==> src/rtl/screen_sel_if.sv <==
// Mouse/game control inputs, the three video sources and the selected
// VGA output of the screen arbiter, bundled as one port.
interface screen_sel_if;
    logic [11:0] mouse_xpos;
    logic [11:0] mouse_ypos;
    logic        mouse_left;
    logic        game_over;

    logic        menu_hsync;
    logic        menu_vsync;
    logic [11:0] menu_rgb;
    logic        game_hsync;
    logic        game_vsync;
    logic [11:0] game_rgb;
    logic        cred_hsync;
    logic        cred_vsync;
    logic [11:0] cred_rgb;

    logic        hsync_out;
    logic        vsync_out;
    logic [11:0] rgb_out;
    logic [1:0]  screen;
    logic        game_start;

    modport master (
        output mouse_xpos, mouse_ypos, mouse_left, game_over,
        output menu_hsync, menu_vsync, menu_rgb,
        output game_hsync, game_vsync, game_rgb,
        output cred_hsync, cred_vsync, cred_rgb,
        input  hsync_out, vsync_out, rgb_out, screen, game_start
    );

    modport slave (
        input  mouse_xpos, mouse_ypos, mouse_left, game_over,
        input  menu_hsync, menu_vsync, menu_rgb,
        input  game_hsync, game_vsync, game_rgb,
        input  cred_hsync, cred_vsync, cred_rgb,
        output hsync_out, vsync_out, rgb_out, screen, game_start
    );
endinterface

==> src/rtl/screen_sel.sv <==
// Screen arbiter: picks the menu, game or credits video chain, switching only
// on frame boundaries of the visible source, then blanks for a few frames.
//
// state | meaning
// MENU  | menu chain on the pins; PLAY / CREDITS button clicks request a switch
// GAME  | game chain on the pins; game_over requests a return to the menu
// CRED  | credits chain on the pins; any click requests a return to the menu
module screen_sel #(
    parameter logic [11:0] PLAY_X0      = 12'd352,
    parameter logic [11:0] PLAY_X1      = 12'd447,
    parameter logic [11:0] PLAY_Y0      = 12'd250,
    parameter logic [11:0] PLAY_Y1      = 12'd289,
    parameter logic [11:0] CRED_X0      = 12'd352,
    parameter logic [11:0] CRED_X1      = 12'd447,
    parameter logic [11:0] CRED_Y0      = 12'd320,
    parameter logic [11:0] CRED_Y1      = 12'd359,
    parameter int unsigned BLANK_FRAMES = 1
) (
    input logic         clk,
    input logic         rst,
    screen_sel_if.slave bus
);
    typedef enum logic [1:0] {
        MENU = 2'd0,
        GAME = 2'd1,
        CRED = 2'd2
    } screen_t;

    localparam logic [3:0] BLANK_INIT = 4'(BLANK_FRAMES);

    screen_t     state;
    screen_t     target;
    logic        pending;
    logic [3:0]  blank_cnt;
    logic        left_q;
    logic        menu_vs_q;
    logic        game_vs_q;
    logic        cred_vs_q;

    logic        hsync_q;
    logic        vsync_q;
    logic [11:0] rgb_q;
    logic        game_start_q;

    logic        click;
    logic        in_play;
    logic        in_cred;
    logic        boundary;
    logic        commit;
    logic        req_valid;
    screen_t     req_target;
    logic        sel_hs;
    logic        sel_vs;
    logic [11:0] sel_rgb;
    logic [3:0]  blank_nxt;

    // Each source keeps its own vsync history so a freshly selected source
    // never sees a stale edge from the previous one.
    always_comb begin
        click   = bus.mouse_left & ~left_q;
        in_play = (bus.mouse_xpos >= PLAY_X0) && (bus.mouse_xpos <= PLAY_X1) &&
                  (bus.mouse_ypos >= PLAY_Y0) && (bus.mouse_ypos <= PLAY_Y1);
        in_cred = (bus.mouse_xpos >= CRED_X0) && (bus.mouse_xpos <= CRED_X1) &&
                  (bus.mouse_ypos >= CRED_Y0) && (bus.mouse_ypos <= CRED_Y1);

        sel_hs   = bus.menu_hsync;
        sel_vs   = bus.menu_vsync;
        sel_rgb  = bus.menu_rgb;
        boundary = bus.menu_vsync & ~menu_vs_q;
        case (state)
            GAME: begin
                sel_hs   = bus.game_hsync;
                sel_vs   = bus.game_vsync;
                sel_rgb  = bus.game_rgb;
                boundary = bus.game_vsync & ~game_vs_q;
            end
            CRED: begin
                sel_hs   = bus.cred_hsync;
                sel_vs   = bus.cred_vsync;
                sel_rgb  = bus.cred_rgb;
                boundary = bus.cred_vsync & ~cred_vs_q;
            end
            default: ;
        endcase

        req_valid  = 1'b0;
        req_target = MENU;
        case (state)
            MENU: begin
                if (click && in_play) begin
                    req_valid  = 1'b1;
                    req_target = GAME;
                end else if (click && in_cred) begin
                    req_valid  = 1'b1;
                    req_target = CRED;
                end
            end
            GAME:    req_valid = bus.game_over;
            CRED:    req_valid = click;
            default: ;
        endcase

        commit    = pending & boundary;
        blank_nxt = blank_cnt;
        if (commit) begin
            blank_nxt = BLANK_INIT;
        end else if (boundary && (blank_cnt != 4'd0)) begin
            blank_nxt = blank_cnt - 4'd1;
        end
    end

    // pending is registered, so a request latched on a boundary cycle can
    // only commit at a later boundary.
    always_ff @(posedge clk or negedge rst) begin
        if (!rst) begin
            state        <= MENU;
            target       <= MENU;
            pending      <= 1'b0;
            blank_cnt    <= 4'd0;
            left_q       <= 1'b0;
            menu_vs_q    <= 1'b0;
            game_vs_q    <= 1'b0;
            cred_vs_q    <= 1'b0;
            hsync_q      <= 1'b0;
            vsync_q      <= 1'b0;
            rgb_q        <= 12'h000;
            game_start_q <= 1'b0;
        end else begin
            left_q    <= bus.mouse_left;
            menu_vs_q <= bus.menu_vsync;
            game_vs_q <= bus.game_vsync;
            cred_vs_q <= bus.cred_vsync;

            if (commit) begin
                state   <= target;
                pending <= 1'b0;
            end else if (!pending && req_valid) begin
                pending <= 1'b1;
                target  <= req_target;
            end

            blank_cnt    <= blank_nxt;
            game_start_q <= commit && (target == GAME);
            hsync_q      <= sel_hs;
            vsync_q      <= sel_vs;
            rgb_q        <= (blank_nxt != 4'd0) ? 12'h000 : sel_rgb;
        end
    end

    assign bus.hsync_out  = hsync_q;
    assign bus.vsync_out  = vsync_q;
    assign bus.rgb_out    = rgb_q;
    assign bus.screen     = state;
    assign bus.game_start = game_start_q;
endmodule

==> src/flat_wrapper.sv <==
// flat-port wrapper written by rule: the top's interface ports become plain ports
module screen_sel_flat 
#(
    parameter logic [11:0] PLAY_X0      = 12'd352,
    parameter logic [11:0] PLAY_X1      = 12'd447,
    parameter logic [11:0] PLAY_Y0      = 12'd250,
    parameter logic [11:0] PLAY_Y1      = 12'd289,
    parameter logic [11:0] CRED_X0      = 12'd352,
    parameter logic [11:0] CRED_X1      = 12'd447,
    parameter logic [11:0] CRED_Y0      = 12'd320,
    parameter logic [11:0] CRED_Y1      = 12'd359,
    parameter int unsigned BLANK_FRAMES = 1
)
  (clk, rst, bus_mouse_xpos, bus_mouse_ypos, bus_mouse_left, bus_game_over, bus_menu_hsync, bus_menu_vsync, bus_menu_rgb, bus_game_hsync, bus_game_vsync, bus_game_rgb, bus_cred_hsync, bus_cred_vsync, bus_cred_rgb, bus_hsync_out, bus_vsync_out, bus_rgb_out, bus_screen, bus_game_start);
  screen_sel_if bus_i ();
  input logic clk;
  input logic rst;
  input wire logic [$bits(bus_i.mouse_xpos)-1:0] bus_mouse_xpos;
  input wire logic [$bits(bus_i.mouse_ypos)-1:0] bus_mouse_ypos;
  input wire logic [$bits(bus_i.mouse_left)-1:0] bus_mouse_left;
  input wire logic [$bits(bus_i.game_over)-1:0] bus_game_over;
  input wire logic [$bits(bus_i.menu_hsync)-1:0] bus_menu_hsync;
  input wire logic [$bits(bus_i.menu_vsync)-1:0] bus_menu_vsync;
  input wire logic [$bits(bus_i.menu_rgb)-1:0] bus_menu_rgb;
  input wire logic [$bits(bus_i.game_hsync)-1:0] bus_game_hsync;
  input wire logic [$bits(bus_i.game_vsync)-1:0] bus_game_vsync;
  input wire logic [$bits(bus_i.game_rgb)-1:0] bus_game_rgb;
  input wire logic [$bits(bus_i.cred_hsync)-1:0] bus_cred_hsync;
  input wire logic [$bits(bus_i.cred_vsync)-1:0] bus_cred_vsync;
  input wire logic [$bits(bus_i.cred_rgb)-1:0] bus_cred_rgb;
  output wire logic [$bits(bus_i.hsync_out)-1:0] bus_hsync_out;
  output wire logic [$bits(bus_i.vsync_out)-1:0] bus_vsync_out;
  output wire logic [$bits(bus_i.rgb_out)-1:0] bus_rgb_out;
  output wire logic [$bits(bus_i.screen)-1:0] bus_screen;
  output wire logic [$bits(bus_i.game_start)-1:0] bus_game_start;
  assign bus_i.mouse_xpos = bus_mouse_xpos;
  assign bus_i.mouse_ypos = bus_mouse_ypos;
  assign bus_i.mouse_left = bus_mouse_left;
  assign bus_i.game_over = bus_game_over;
  assign bus_i.menu_hsync = bus_menu_hsync;
  assign bus_i.menu_vsync = bus_menu_vsync;
  assign bus_i.menu_rgb = bus_menu_rgb;
  assign bus_i.game_hsync = bus_game_hsync;
  assign bus_i.game_vsync = bus_game_vsync;
  assign bus_i.game_rgb = bus_game_rgb;
  assign bus_i.cred_hsync = bus_cred_hsync;
  assign bus_i.cred_vsync = bus_cred_vsync;
  assign bus_i.cred_rgb = bus_cred_rgb;
  assign bus_hsync_out = bus_i.hsync_out;
  assign bus_vsync_out = bus_i.vsync_out;
  assign bus_rgb_out = bus_i.rgb_out;
  assign bus_screen = bus_i.screen;
  assign bus_game_start = bus_i.game_start;
  screen_sel #(.PLAY_X0(PLAY_X0), .PLAY_X1(PLAY_X1), .PLAY_Y0(PLAY_Y0), .PLAY_Y1(PLAY_Y1), .CRED_X0(CRED_X0), .CRED_X1(CRED_X1), .CRED_Y0(CRED_Y0), .CRED_Y1(CRED_Y1), .BLANK_FRAMES(BLANK_FRAMES)) u_core (.clk(clk), .rst(rst), .bus(bus_i));
endmodule
==> config.mk <==
export PLATFORM = sky130hd
export DESIGN_NAME = screen_sel_flat
export DESIGN_NICKNAME = d
export VERILOG_FILES = /design/src/rtl/screen_sel_if.sv /design/src/rtl/screen_sel.sv /design/src/flat_wrapper.sv
export SDC_FILE = /design/constraint.sdc
export NUM_CORES = 1
export LEC_CHECK = 0
export BUFFER_PORTS_ARGS = -buffer_cell sky130_fd_sc_hd__buf_2
export CELL_PAD_IN_SITES_DETAIL_PLACEMENT = 1
export CELL_PAD_IN_SITES_GLOBAL_PLACEMENT = 1
export CORE_MARGIN = 5
export CORE_UTILIZATION = 33
export DETAILED_ROUTE_END_ITERATION = 7
export HOLD_SLACK_MARGIN = 0.02
export PLACE_DENSITY = 0.78
export SLEW_MARGIN = 5
export SYNTH_ARGS = -nofsm -noshare
export SYNTH_HDL_FRONTEND = slang
export SYNTH_SLANG_ARGS = --single-unit
export TNS_END_PERCENT = 30
==> constraint.sdc <==
create_clock -name clk -period 2.6 [get_ports clk]
set_input_delay 0.13 -clock clk [delete_from_list [all_inputs] [get_ports clk]]
set_output_delay 0.13 -clock clk [all_outputs]
set_load 0.005 [all_outputs]
### Word-level counts from Yosys, hierarchy flattened

Index checks and enable logic that the tools add are counted.

* output and inout port bits: 17
* register bits: 28
* word-level logic and storage cells: 63
* bits of input ports: 70

* bitwise logic cells: 10
* add/subtract/negate cells: 1
* eq/ne operators: 3
* order comparisons: 6
* reductions and logical operators: 16
* mux-type cells: 15

Operators with widths (count)
* 12-bit by 9-bit <= comparator with 1-bit output (second input constant): 3
* 12-bit by 9-bit >= comparator with 1-bit output (second input constant): 2
* 12-bit case mux with 2 select lines: 1
* 12-bit by 8-bit >= comparator with 1-bit output (second input constant): 1
* 12-bit two-way mux: 1
* 1-bit logical AND: 10
* 4-bit two-way mux: 2
* 4-bit nonzero test: 2
* 2-bit two-way mux: 3
* 1-bit case mux with 2 select lines: 3
* 1-bit AND: 5
* 1-bit inverter: 5
* 2-bit by 1-bit == test with 1-bit output (second input constant): 2
* 1-bit two-way mux: 4
* 4-bit by 1-bit subtractor with 4-bit output (second input constant): 1
* 1-bit case mux with 3 select lines: 1
* 2-bit == test (second input constant): 1
* 2-bit zero test: 1
* 2-bit AND reduction: 1
* 2-bit nonzero test: 1
* 1-bit zero test: 1

### Depth between registers and ports, before layout

* depth in word-level cells: 11
* gate-level depth with buffers: 8
* depth with buffers taken out: 6

### Worst setup path after synthesis

OpenSTA, ideal clock, no wires.

* path type: register -> register
* start point: register u_core.state[0] (netlist: u_core.bus.screen[0])
* end point: register u_core.rgb_q[10] (netlist: u_core.bus.rgb_out[10])
* required time: 2475 ps
* cell stages (with the launch flop): 9
* arrival time: 2052 ps
* setup time: 125 ps
* buffers on the path: 2
* clock period less this slack: 2177 ps
* setup slack: 423 ps
* cell sequence: dfrtp_1 > inv_1 > ha_1 > or3b_1 > buf_2 > and3_1 > o32ai_4 > buf_6 > nor4_2

* word-level cells in the longest chain between the ends: 7
* elaborated cells on any way between the ends: 10
* those cells by class: eq/ne (2); mux (5); bitwise (1); reduce/logical (2)

Ends and longest elaborated chain
* start: declaration: RTL line screen_sel.sv:31 `screen_t state;`
* start signal: assignment: RTL line screen_sel.sv:135 `state <= target;`
* 2-bit == test or 2-bit by 1-bit == test with 1-bit output (tied branches): RTL line screen_sel.sv:70 `case (state)`
* 1-bit case mux with 2 select lines *: RTL line screen_sel.sv:70
* 1-bit logical AND: RTL line screen_sel.sv:107 `end else if (boundary && (blank_cnt != 4'd0)) begin`
* 4-bit two-way mux: RTL line screen_sel.sv:107
* 4-bit two-way mux *: RTL line screen_sel.sv:105 `if (commit) begin`
* via u_core.blank_nxt[2]: RTL line screen_sel.sv:55 `logic [3:0] blank_nxt;`
* 4-bit nonzero test *: RTL line screen_sel.sv:146 `rgb_q <= (blank_nxt != 4'd0) ? 12'h000 : sel_rgb;`
* 12-bit two-way mux *: RTL line screen_sel.sv:146
* end signal: assignment: RTL line screen_sel.sv:146
* end: declaration: RTL line screen_sel.sv:42 `logic [11:0] rgb_q;`

Mark *: on every way through the listed nets, which the timed path passes. The rest lies on a longest branch.
A chain may end at the register's enable or synchronous reset.

### Final worst setup path

* start point: register u_core.state[1] (netlist: u_core.bus.screen[1])
* end point: register u_core.rgb_q[11] (netlist: u_core.bus.rgb_out[11])

* word-level cells in the longest chain between the ends: 7
* elaborated cells on any way between the ends: 10
* those cells by class: eq/ne (2); mux (5); bitwise (1); reduce/logical (2)

Ends and longest elaborated chain (RTL line)
* 2-bit == test or 2-bit by 1-bit == test with 1-bit output (tied branches): screen_sel.sv:70
* 1-bit case mux with 2 select lines: screen_sel.sv:70
* 1-bit logical AND: screen_sel.sv:107
* 4-bit two-way mux: screen_sel.sv:107
* 4-bit two-way mux: screen_sel.sv:105
* 4-bit nonzero test: screen_sel.sv:146
* 12-bit two-way mux *: screen_sel.sv:146

Mark *: on every way between the ends. The rest lies on a longest branch, timed or not.

==> metrics <==
Layout Nets=315; startpoint type of the worst setup path=register; total power divided by cell area=626 nW/um^2; CTS tree=done; unrepaired setup endpoints after global routing=false; area grow syn2layout=34.8%; R2R Path End=u_core.bus.rgb_out[11]; Slew HR=58.0%; Synth cell types=43; Setup Fix Bufs, Post-CTS=0; vias in the first global route=1743; Max Cap Violations=0; Fillers=580; FMAX=416 MHz; Placed Area=2120 sq um; most frequent cells in the layout=80 x buf_2, 28 x dfrtp_1, 16 x nand2_1; DR vias=1562; clock slew at reported path FFs=0.10 ns; Slew Limit Fails=0; Compound-Gate Fraction of Synth Area=23.6%; mux cell area share after synthesis=1.97%; crit path launch=u_core.bus.screen[1]; final worst-path cycle share=92.5%; most common cell after layout, fill and taps aside=buf_2; Post-Syn Nets=229; Setup TNS Final=0 ns; simple-gate share of the synthesized area=22.5%; initial antenna violation count=0; final hold violation count=0; multi-input logic area=857 sq um; flop2flop setup slack=0.20 ns; GRT Overall Usage=15.6%; share of cells above drive strength 1=46.0%; drt initial violations=19; Post-Synth XOR/XNOR Area=0%; largest family of logic cells by synthesized area=compound AO/OA/AOI/OAI gates; Worst Path Arrival=2.58 ns; Syn Inst Count=154; status=complete, no violations; #FFs+latches synth=28; # resized after CTS=0; die width=80.8 um; Sink Count=28; CTS H-tree depth=1; first-pass GRT wire length=7960 um; syn avg cell area=10.7 sq um; HP Class=input pin to register; slew at the pin closest to its max-slew limit=0.630 ns; leak pwr=1.01 nW; clk_skew=0.00728 ns; row count=25; post-route cell area=2230 sq um; Worst Reg2Reg Path Length in Cells=7; Via density=5.10; IO buf count=80; largest net degree at the start of global routing=29; CP max FO=12; Mapped Area=1650 sq um; Synth Area in Adders=3.78%; die span in y=80.8 um; drt drc=0; TritonCTS Buffers=3; ANT nets after route=0; IO Count=87; core footprint=4790 sq um; DR WL/cell=15.8 um; CTS Buffer Depth=2; storage element area=701 sq um; Ys Warns=0; post-synthesis sequential area ratio=42.4%; VDD IR max=0.000389 V; diodes inserted=0; drt pass-1 iters=4; Final min period=2.40 ns; routed wire length=4840 um; worst r2r src=u_core.bus.screen[1]; # setup viols final=0; cts hold-fix bufs=5; CP endpoint=u_core.bus.rgb_out[11]; DP Wirelength=3950 um; CP required=2.78 ns; Initial Util=34.6%; GP Congestion=0.729; CP Class=register to register; Die Area=6530 sq um; Root Buffer Master=clkbuf_8; GRT overflow=0; Worst-Skew Late Latency=0.28 ns; Worst setup EP type=register
[cell families (layout without fill, tap and decap cells)]
| group | after synthesis | in the layout |
|---|---|---|
| fa+ha+maj | 5 | 5 |
| simple gates | 53 | 53 |
| flops | 28 | 28 |
| compound gates | 46 | 46 |
| buf+inv | 19 | 104 |
| mux | 3 | 3 |
[how the worst min path moves through the flow]
stage | end | start | cells after the start | slack [ns]
after floorplan | u_core.blank_cnt[0] | rst | 0 | -0.17
after global routing | u_core.bus.hsync_out | bus_menu_hsync | 3 | 0.11
after detailed placement | u_core.bus.game_start | rst | 1 | 0.18
final | u_core.bus.hsync_out | bus_menu_hsync | 3 | 0.09
after CTS | u_core.bus.hsync_out | bus_menu_hsync | 3 | 0.1
after global placement | u_core.bus.game_start | rst | 1 | 0.18
[layer usage]
metal / global-route usage (%) / vias up / routed length [um] / part of all wire, %
li1: - / 752 / - / -
met1: 17.1 / 734 / 1900 / 39
met2: 28.0 / 69 / 2320 / 48
met3: 6.10 / 7 / 554 / 11
met4: 4.22 / 0 / 70 / 1.4
met5: 0 / - / 0 / 0
[area by class of cell]
| type | instances | area share (%) |
|---|---|---|
| sequential | 28 | 31.4 |
| inverter | 8 | 1.35 |
| multi-input combinational | 107 | 38.4 |
| tap | 67 | 3.76 |
| timing repair buffer | 92 | 22.6 |
| clock buffer | 4 | 2.47 |
[worst max-delay path, cell delays in order (launching register included)]
cell and delay (ns):
dfrtp_1 0.45, inv_1 0.09, ha_1 0.32, or3b_1 0.52, a311oi_4 0.33, a32oi_2 0.15, buf_4 0.21, nor4_1 0.24
[state kept, by name (all words and copies together) (netlist names)]
signal                 count
u_core.bus.rgb_out        12
u_core.blank_cnt           4
u_core.bus.screen          2
u_core.target              2
u_core.bus.game_start      1
u_core.bus.hsync_out       1
u_core.bus.vsync_out       1
u_core.cred_vs_q           1
u_core.game_vs_q           1
u_core.left_q              1
u_core.menu_vs_q           1
u_core.pending             1
[cells in the mapped netlist]
cell	number	share of area (%)
ha_1	5	3.8
or4b_1	2	1.2
dfrtp_1	28	42
or4b_2	1	0.61
a32o_1	1	0.61
o41ai_1	1	0.53
nor2_1	4	0.91
a32oi_1	1	0.53
mux2i_1	1	0.61
o211ai_1	1	0.45
nand4_1	1	0.38
a311oi_4	1	1.6
a211o_1	1	0.53
a31oi_2	1	0.76
buf_6	2	1.4
a2bb2oi_1	1	0.53
nand2_1	16	3.6
mux2_2	2	1.4
o22ai_2	1	0.76
nand2b_1	2	0.76
or3_1	1	0.38
nor4_2	10	7.6
a22o_1	1	0.53
or3b_1	1	0.53
a21oi_1	2	0.61
o21ai_0	15	4.5
buf_4	2	0.91
and3_1	1	0.38
a21o_1	1	0.45
a32oi_2	1	0.98
nand3_1	2	0.61
nor4_1	2	0.76
a31o_1	1	0.53
nor2b_1	1	0.38
inv_1	8	1.8
a2111oi_4	1	1.7
a22oi_1	14	6.4
nor3b_1	3	1.4
o32ai_4	1	1.7
nand4b_1	4	2.1
nand3b_1	2	0.91
clkbuf_1	5	1.1
buf_2	2	0.61
[where the power goes]
part           internal, mW  switching [mW]
combinational         0.249           0.309
sequential            0.518          0.0417
clock                 0.136           0.143
[stage by stage]
step | hold slack [ns] | worst slack, ns | power [mW] | instances | utilization, %
4_1_cts | 0.0979 | 0.180 | 1.41 | 306 | 46.6
3_5_place_dp | 0.185 | 0.211 | 1.13 | 297 | 44.4
5_1_grt | 0.106 | 0.00293 | 1.50 | 306 | 46.6
6_report | 0.0919 | 0.195 | 1.40 | 306 | 46.6
3_3_place_gp | 0.178 | 0.303 | 1.11 | 297 | 44.4
2_1_floorplan | -0.166 | 0.423 | 0.943 | 154 | -
(Power assumes the default switching activity.)
